`config.mk`:
```
export PLATFORM = sky130hd
export DESIGN_NAME = muldiv_iter
export DESIGN_NICKNAME = d
export VERILOG_FILES = /design/src/rtl/muldiv_iter.sv
export SDC_FILE = /design/constraint.sdc
export NUM_CORES = 1
export LEC_CHECK = 0
export BUFFER_PORTS_ARGS = -buffer_cell sky130_fd_sc_hd__buf_2
export CAP_MARGIN = 40
export CORE_ASPECT_RATIO = 0.8
export CORE_MARGIN = 2
export CORE_UTILIZATION = 35
export DETAILED_ROUTE_END_ITERATION = 8
export MAX_ROUTING_LAYER = met4
export PLACE_DENSITY = 0.61
export SYNTH_ARGS = -nofsm -noshare
export SYNTH_HDL_FRONTEND = slang
export SYNTH_SLANG_ARGS = --single-unit
```
`constraint.sdc`:
```
create_clock -name clk -period 4.05 [get_ports clk]
set_input_delay 1.215 -clock clk [delete_from_list [all_inputs] [get_ports clk]]
set_output_delay 1.215 -clock clk [all_outputs]
set_load 0.005 [all_outputs]
```
`src/rtl/muldiv_iter.sv`:
```
// rtl/muldiv_iter.sv - iterative MULT/MULTU/DIV/DIVU unit, {HI,LO} result; MULDIV_DIV0_FAST_EN shortcuts divide by zero
module muldiv_iter #(
    parameter int WIDTH = 32,
    parameter int CNT_W = $clog2(WIDTH) + 1
) (
    input  logic                 clk,
    input  logic                 rst,
    input  logic                 start,
    input  logic                 op_div,
    input  logic                 op_signed,
    input  logic                 annul,
    input  logic [WIDTH-1:0]     a,
    input  logic [WIDTH-1:0]     b,
    output logic                 busy,
    output logic                 stall,
    output logic                 done,
    output logic [2*WIDTH-1:0]   result
);

    localparam logic [1:0] S_IDLE = 2'd0;
    localparam logic [1:0] S_CALC = 2'd1;
    localparam logic [1:0] S_FIX  = 2'd2;
    localparam logic [1:0] S_DONE = 2'd3;

`ifdef MULDIV_DIV0_FAST_EN
    localparam bit DIV0_FAST = 1'b1;
`else
    localparam bit DIV0_FAST = 1'b0;
`endif

    logic [1:0]         state;
    logic [CNT_W-1:0]   cnt;
    logic [WIDTH:0]     hi;
    logic [WIDTH-1:0]   lo;
    logic [WIDTH-1:0]   mcand;
    logic               is_div;
    logic               neg_q;
    logic               neg_r;
    logic               div0;

    logic               sign_a;
    logic               sign_b;
    logic [WIDTH-1:0]   a_mag;
    logic [WIDTH-1:0]   b_mag;
    logic               b_zero;

    logic [WIDTH:0]     mul_sum;
    logic [WIDTH:0]     div_shift;
    logic [WIDTH+1:0]   div_diff;
    logic               div_ge;
    logic [WIDTH:0]     hi_next;
    logic [WIDTH-1:0]   lo_next;

    logic [2*WIDTH-1:0] mag;
    logic [2*WIDTH-1:0] prod_fix;
    logic [WIDTH-1:0]   quo_fix;
    logic [WIDTH-1:0]   rem_fix;
    logic [2*WIDTH-1:0] result_fix;

    // Magnitudes of the most-negative value wrap to 2^(WIDTH-1), which is the correct unsigned magnitude.
    always_comb begin
        sign_a = op_signed & a[WIDTH-1];
        sign_b = op_signed & b[WIDTH-1];
        a_mag  = sign_a ? -a : a;
        b_mag  = sign_b ? -b : b;
        b_zero = (b == '0);
    end

    // mul: {hi,lo} is the shift-right product register; div: hi is the partial remainder, lo shifts
    // the dividend out and the quotient bits in.
    always_comb begin
        mul_sum   = hi + {1'b0, (lo[0] ? mcand : {WIDTH{1'b0}})};
        div_shift = {hi[WIDTH-1:0], lo[WIDTH-1]};
        div_diff  = {1'b0, div_shift} - {2'b00, mcand};
        div_ge    = ~div_diff[WIDTH+1];
        if (is_div) begin
            hi_next = div_ge ? div_diff[WIDTH:0] : div_shift;
            lo_next = {lo[WIDTH-2:0], div_ge};
        end else begin
            hi_next = {1'b0, mul_sum[WIDTH:1]};
            lo_next = {mul_sum[0], lo[WIDTH-1:1]};
        end
    end

    // Divide by zero leaves the dividend magnitude in hi, so the remainder sign fix restores a exactly.
    always_comb begin
        mag        = {hi[WIDTH-1:0], lo};
        prod_fix   = neg_q ? -mag : mag;
        quo_fix    = div0 ? {WIDTH{1'b1}} : (neg_q ? -lo : lo);
        rem_fix    = neg_r ? -hi[WIDTH-1:0] : hi[WIDTH-1:0];
        result_fix = is_div ? {rem_fix, quo_fix} : prod_fix;
    end

    assign stall = (start & (state == S_IDLE) & ~annul) | busy;

    always_ff @(posedge clk) begin
        if (!rst) begin
            state  <= S_IDLE;
            cnt    <= '0;
            hi     <= '0;
            lo     <= '0;
            mcand  <= '0;
            is_div <= 1'b0;
            neg_q  <= 1'b0;
            neg_r  <= 1'b0;
            div0   <= 1'b0;
            busy   <= 1'b0;
            done   <= 1'b0;
            result <= '0;
        end else begin
            busy <= (state == S_CALC) || (state == S_FIX);
            done <= (state == S_DONE);
            case (state)
                S_IDLE: begin
                    if (start && !annul) begin
                        is_div <= op_div;
                        neg_q  <= sign_a ^ sign_b;
                        neg_r  <= sign_a;
                        div0   <= op_div & b_zero;
                        cnt    <= '0;
                        if (op_div) begin
                            lo    <= a_mag;
                            mcand <= b_mag;
                            hi    <= (DIV0_FAST && b_zero) ? {1'b0, a_mag} : '0;
                        end else begin
                            lo    <= b_mag;
                            mcand <= a_mag;
                            hi    <= '0;
                        end
                        state <= (DIV0_FAST && op_div && b_zero) ? S_FIX : S_CALC;
                    end
                end
                S_CALC: begin
                    if (annul) begin
                        state <= S_IDLE;
                    end else begin
                        hi  <= hi_next;
                        lo  <= lo_next;
                        cnt <= cnt + 1'b1;
                        if (cnt == CNT_W'(WIDTH - 1)) begin
                            state <= S_FIX;
                        end
                    end
                end
                S_FIX: begin
                    if (annul) begin
                        state <= S_IDLE;
                    end else begin
                        result <= result_fix;
                        state  <= S_DONE;
                    end
                end
                default: begin
                    state <= S_IDLE;
                end
            endcase
        end
    end

endmodule

```
==> results of run 1 <==
==> power by group through the flow <==
stage	registers, µW	logic, µW	clock network [µW]
floorplan	1950	1200	0
detailed placement	2020	1810	0
CTS	1980	1820	1710
global placement	2010	1800	0
finish	1990	1860	1690
global route	2000	2020	1770
==> kinds of logic (layout without fill, tap and decap cells) <==
family,count (synthesis),count (layout)
AOI/OAI and AO/OA,657,657
adders and majority gates,75,75
and+or+nand+nor,625,625
muxes,54,54
buffers and inverters,191,333
DFF,175,175
other,0,1
xor gates and xnor gates,169,169
==> critical path, cell delays in order (launching register included) <==
cell       delay, ns
dfxtp_1         0.33
inv_1           0.08
ha_1            0.37
and2_1          0.19
o211ai_1        0.31
o2111ai_1       0.33
a311oi_1        0.51
o21ai_0         0.26
a311oi_1        0.58
mux2_2          0.40
nand3_1         0.12
o211ai_1        0.09
==> metrics by stage <==
| stage | power (µW) | std cells | hold WS [ns] | setup WS, ns |
|---|---|---|---|---|
| 4_1_cts | 5508 | 2624 | 0.4560 | 0.4121 |
| 6_report | 5538 | 2625 | 0.4510 | 0.3533 |
| 3_5_place_dp | 3829 | 2592 | 0.4449 | 0.1435 |
| 2_1_floorplan | 3155 | 1946 | 0.4319 | 0.4262 |
| 5_1_grt | 5795 | 2625 | 0.4761 | 0.2016 |
| 3_3_place_gp | 3813 | 2591 | 0.4396 | 0.1869 |
==> synth_stat cells (4+ instances only) <==
library cell	count	area, µm²
a21oi_1	213	1066
nand2_1	207	777.0
nor2_1	203	762.0
dfxtp_1	175	3503
o21ai_0	174	870.8
clkbuf_1	99	371.6
xor2_1	94	823.3
inv_1	77	289.0
xnor2_1	75	656.9
ha_1	73	913.4
a211oi_1	55	412.9
nor3_1	40	200.2
mux2i_1	39	390.4
a21o_1	35	262.8
nand3_1	31	155.2
o31ai_1	27	202.7
o211ai_1	25	187.7
a31oi_1	18	112.6
nor4_1	18	112.6
nand2b_1	17	106.4
or3_1	17	106.4
a22oi_1	16	120.1
and3_1	15	93.84
mux2_2	15	168.9
nand4_1	15	93.84
and2_1	14	87.58
o41ai_1	13	113.9
or4_1	13	97.59
nor2b_1	10	62.56
o21a_1	8	60.06
buf_1	7	26.28
o22ai_1	7	43.79
a311oi_1	6	52.55
o211a_1	6	60.06
a211o_1	5	43.79
buf_2	5	25.02
o221ai_1	5	43.79
or2_2	5	31.28
a31o_2	4	35.03
a41oi_1	4	35.03
==> state kept, by name, summed over array words and instances, names as in the netlist <==
register,cells
neg_r,1
done,1
result,64
neg_q,1
cnt,6
state,2
mcand,32
lo,32
div0,1
is_div,1
hi,33
busy,1
==> how the worst max path moves through the flow <==
stage | to | slack [ns] | cells past startpoint
final | hi[27] | 0.35 | 11
after global routing | hi[27] | 0.20 | 11
after CTS | hi[27] | 0.41 | 11
after detailed placement | lo[29] | 0.14 | 9
after global placement | lo[29] | 0.19 | 9
after floorplan | lo[29] | 0.43 | 8
==> layout make-up <==
| class | instances | area [µm²] |
|---|---|---|
| Fill cell | 4241 | 23320 |
| Multi-Input combinational cell | 1580 | 9973 |
| Sequential cell | 175 | 3505 |
| Timing Repair Buffer | 222 | 1339 |
| Tap cell | 536 | 670.6 |
| Clock buffer | 18 | 439.2 |
| Inverter | 79 | 296.5 |
| Clock inverter | 14 | 138.9 |
| Antenna cell | 1 | 2.502 |
==> per-layer routing <==
layer	wire length [µm]	GRT usage, %	share of wire (%)
met4	612	4.390	1.2
met5	0	-	0
met2	21260	34.72	40
met3	5403	6.002	10
met1	25800	37.35	49
==> qor.yml, run 1 <==
setup_viol: 0
power.density_nw_per_um2: 338.4
grt-ovfl-total: 0
cts_tree: "done"
dr.pass1.iters: 5
vias_per_cell: 5.792
post-route-util_pct: 41.23
synth_fa_ha_area_share_pct: 6.728
holdPathEnd: "result[55]"
clk_pin_slew_ns: 0.08
cts_root_buf: "clkbuf_16"
drive_gt1_share_pct: 14.32
synth_compound_area_share_pct: 28.72
switchingPower_uw: 2198
grt_max_degree: 70
yosys.cell_types.count: 78
synth_top_flop_cell: "dfxtp_1"
min_period_ns: 3.697
worstSkewPairLatency_ns: 0.46
fin_crit_sh_pct: 91.28
r2r_cells: 11
irDropWorstVdd_v: 0.0003520
die_area_um2: 42120
grt_first_pass_wirelength_um: 80790
first_iter_violations: 1659
core_area_um2: 39690
hold_violations: 0
tns_ns: 0
syn_area_per_cell_um2: 7.282
endpoint_kind: "register"
cp.required_ns: 4.39
ant_nets: 0
rsz0062_at_grt: "no"
final_max_slew_viol_count: 0
drv_cap: 0
track_usage_pct: 25.30
min_from: "result[55]"
wl_per_cell_um: 20.22
status: "finished clean"
critPathKind: "register to register"
synthCells: 1946
post_cts_buffers: 0
crit_path_max_fanout: 6
start_util_pct: 35.71
clock_path_buffers: 2
synth-async-reset-ratio_pct: 0
p_sw_share_pct: 39.69
placed_area_um2: 15780
holdPathStages: 2
die_w_um: 229.0
vias: 15203
p_int_uw: 3340
synth_top_family_by_area: "compound AO/OA/AOI/OAI gates"
place_congestion: 0.9920
synth_edf_count: 0
die_h_um: 184.0
routed_wl_um: 53080
dpl.hpwl_um: 42070
p_leak_uw: 0.006941
syn_area_um2: 14170
yosysSeqAreaShare_pct: 24.72
cts_buffers: 17
yosys_warnings: 0
worst_slew_pin_slew_ns: 0.8216
reg2reg_from: "mcand[4]"
layout.nets: 2220
finalInstanceArea_um2: 16360
grt_pass1_vias: 13789
antenna_found_initial: 1
rows: 65
drc: 0
final_cell_mix: "a21oi_1 (212), nand2_1 (207), nor2_1 (201), o21ai_0 (174), dfxtp_1 (174)"
synth.area.mux_share_pct: 3.947
ctsHtreeMaxLevel: 4
slew_headroom_pct: 45.23
portBuffers: 136
crit_arrival_ns: 4.03
timing.fmax_mhz: 270.5
synth_simple_gate_area_share_pct: 20.31
ys_seq_elements: 175
combPwrFrac_pct: 33.7
power_frac_seq_pct: 35.9
r2r_end: "hi[27]"
cts_hold_buf: 0
p_clk_share_pct: 30.4
mostFrequentLayoutCell: "a21oi_1"
cts.sinks: 175
hold_class: "register to register"
postCtsResizedCells: 0
crit_path_start_kind: "register"
finClkSkew_ns: 0.01125
syn_nets: 2091
ioPinCount: 137
synth_xor_area_share_pct: 10.44
area_growth_pct: 15.48
cp-startpoint: "mcand[4]"
r2r_slack_ns: 0.35
Power figures use the tool's default switching activity.
==> run 2, diff against run 1 <==
- GPL_TIMING_DRIVEN: unset -> 0
- PLACE_DENSITY: 0.61 -> unset
==> run 2 against run 1 <==
Compared with the run above:
- worst hold slack better by 0.00082 ns
- die area is the same
- clock skew rose by 0.0097 ns
- cell count rose by 1.0%
- clock power about the same
- sequential share of layout area is 0.28 points higher
- global-route usage grew 2.4 points
- total power grew 1.0%
- count of clock-buffer cells in the layout did not move
- flip-flop and latch count stayed put
- via count rose by 2.3%
- non-clock buffer count rose by 26
==> qor.yml, run 2 (synthesis results as in run 1) <==
drc: 0  # unchanged
holdPathEnd: "result[60]"
cp.required_ns: 2.83  # -1.56 ns
dr.pass1.iters: 6  # +1
endpoint_kind: "primary output"
portBuffers: 134  # -1.5%
core_area_um2: 39690  # unchanged
ioPinCount: 137  # unchanged
post-route-util_pct: 40.71  # -0.53 points
mostFrequentLayoutCell: "a21oi_1"
holdPathStages: 2  # unchanged
largest_register_ffs: 64  # unchanged
start_util_pct: 35.71  # unchanged
dpl.hpwl_um: 47390  # +13%
irDropWorstVdd_v: 0.0002925  # -17%
die_h_um: 184.0  # unchanged
r2r_slack_ns: 0.18  # -0.17 ns
die_w_um: 229.0  # unchanged
area_growth_pct: 14.00
rsz0062_at_grt: "no"
drv_cap: 0  # unchanged
cts_root_buf: "clkbuf_16"
worst_slew_pin_slew_ns: 0.9684  # +0.1468 ns
power.density_nw_per_um2: 346.4  # +2.3%
largest-register: "result"
rows: 65  # unchanged
vias: 15550  # +2.3%
finalInstanceArea_um2: 16160  # -1.3%
hold_class: "register to register"
dp_worst_setup_slack_ns: -0.4004  # -0.5438 ns
cts_buffers: 17  # unchanged
grt_max_degree: 19  # -73%
critPathKind: "primary input to primary output"
worstSkewPairLatency_ns: 0.46  # about the same
status: "finished clean"
wl_per_cell_um: 21.91  # +8.4%
grt-ovfl-total: 0  # unchanged
p_leak_uw: 0.006668  # -3.9%
clock_path_buffers: 2  # unchanged
crit_arrival_ns: 2.70  # -1.33 ns
worst_slack_ns: 0.1325  # -0.2208 ns
cts.sinks: 175  # unchanged
timing.fmax_mhz: 255.3  # -5.6%
clk_pin_slew_ns: 0.09  # about the same
crit_path_start_kind: "primary input"
drive_gt1_share_pct: 10.31  # -4.0 points
ctsHtreeMaxLevel: 4  # unchanged
min_from: "result[60]"
whs_ns: 0.4519  # +0.0008210 ns
antenna_found_initial: 3  # +2
setup_viol: 0  # unchanged
fin_crit_sh_pct: 96.73  # +5.5 points
place_congestion: 0.9913  # about the same
vias_per_cell: 5.863  # +1.2%
cts_tree: "done"
reg.largest.list: "result x64, hi x33"
hold_violations: 0  # unchanged
grt_pass1_vias: 14325  # +3.9%
slew_headroom_pct: 35.20  # -10 points
layout.nets: 2246  # +1.2%
min_period_ns: 3.918  # +0.2208 ns
r2r_end: "hi[26]"
grt_first_pass_wirelength_um: 87330  # +8.1%
die_area_um2: 42120  # unchanged
first_iter_violations: 1647  # -0.72%
r2r_cells: 13  # +2
final_max_slew_viol_count: 0  # unchanged
cts_hold_buf: 0  # unchanged
ant_nets: 0  # unchanged
finClkSkew_ns: 0.02098  # +0.009730 ns
routed_wl_um: 58100  # +9.5%
reg2reg_from: "lo[0]"
track_usage_pct: 27.73  # +2.4 points
crit_path_max_fanout: 10  # +4
placed_area_um2: 15520  # -1.7%
final_cell_mix: "a21oi_1 (213), nand2_1 (207), nor2_1 (203), o21ai_0 (174), dfxtp_1 (174)"
## run 2: changes by cell type in the layout (fill, tap and decap cells not counted), sizes merged
cell / delta
clkinv: +5
clkbuf: +99
diode: +1
buf: -74
inv: -5
clkdlybuf4s18: +1
## run 2: layer usage
metal  global-route usage (%)  vias to the layer above  wire (µm)
met5                        -                        -          0
met4                    6.390                        0       1126
met3                    7.894                       62       6150
met2                    37.79                      739      22970
met1                    39.75                     7413      27860
li1                         -                     7336          -
## run 2: through the flow
| step | TNS, ns | std cells | power [µW] |
|---|---|---|---|
| 2_1_floorplan | 0 | 1946 | 3155 |
| 3_3_place_gp | -0.5925 | 2616 | 3819 |
| 3_5_place_dp | -0.7648 | 2617 | 3847 |
| 4_1_cts | 0 | 2649 | 5516 |
| 5_1_grt | 0 | 2652 | 5828 |
| 6_report | 0 | 2652 | 5595 |
## run 2: worst max-delay path: stages
cell,delay (ns)
buf_2,0.13
nand3b_1,0.40
clkbuf_1,0.69
nand2b_1,0.10
buf_2,0.15
## run 2: worst max-delay path by stage
stage | slack (ns) | to | cells after the start | startpoint
CTS | 0.06 | hi[24] | 11 | hi[0]
detailed placement | -0.40 | lo[18] | 9 | a[4]
global placement | -0.29 | lo[18] | 9 | a[4]
floorplan | 0.43 | lo[29] | 8 | a[18]
finish | 0.13 | stall | 5 | annul
global route | 0.003 | hi[24] | 12 | hi[0]
## run 2: cell type report
| class | count | area (µm²) |
|---|---|---|
| fill | 4224 | 23530 |
| multi-input combinational | 1580 | 9972 |
| sequential | 175 | 3505 |
| timing repair buffer | 136 | 688.2 |
| tap | 536 | 670.6 |
| clock buffer | 18 | 439.2 |
| buffer | 112 | 432.9 |
| inverter | 79 | 296.5 |
| clock inverter | 14 | 146.4 |
| antenna | 2 | 5.005 |
## run 2: where the power goes
part	internal, µW	leakage (µW)	total, µW	switching (µW)
clock	836	0.000281	1690	857
combinational	624	0.00497	1950	1320
sequential	1830	0.00142	1950	123
total	3290	0.00667	5600	2300
## run 2: timing repair
action	in CTS	in global routing
setup endpoints to repair	0	35
resized for setup	0	10
buffers inserted	0	1
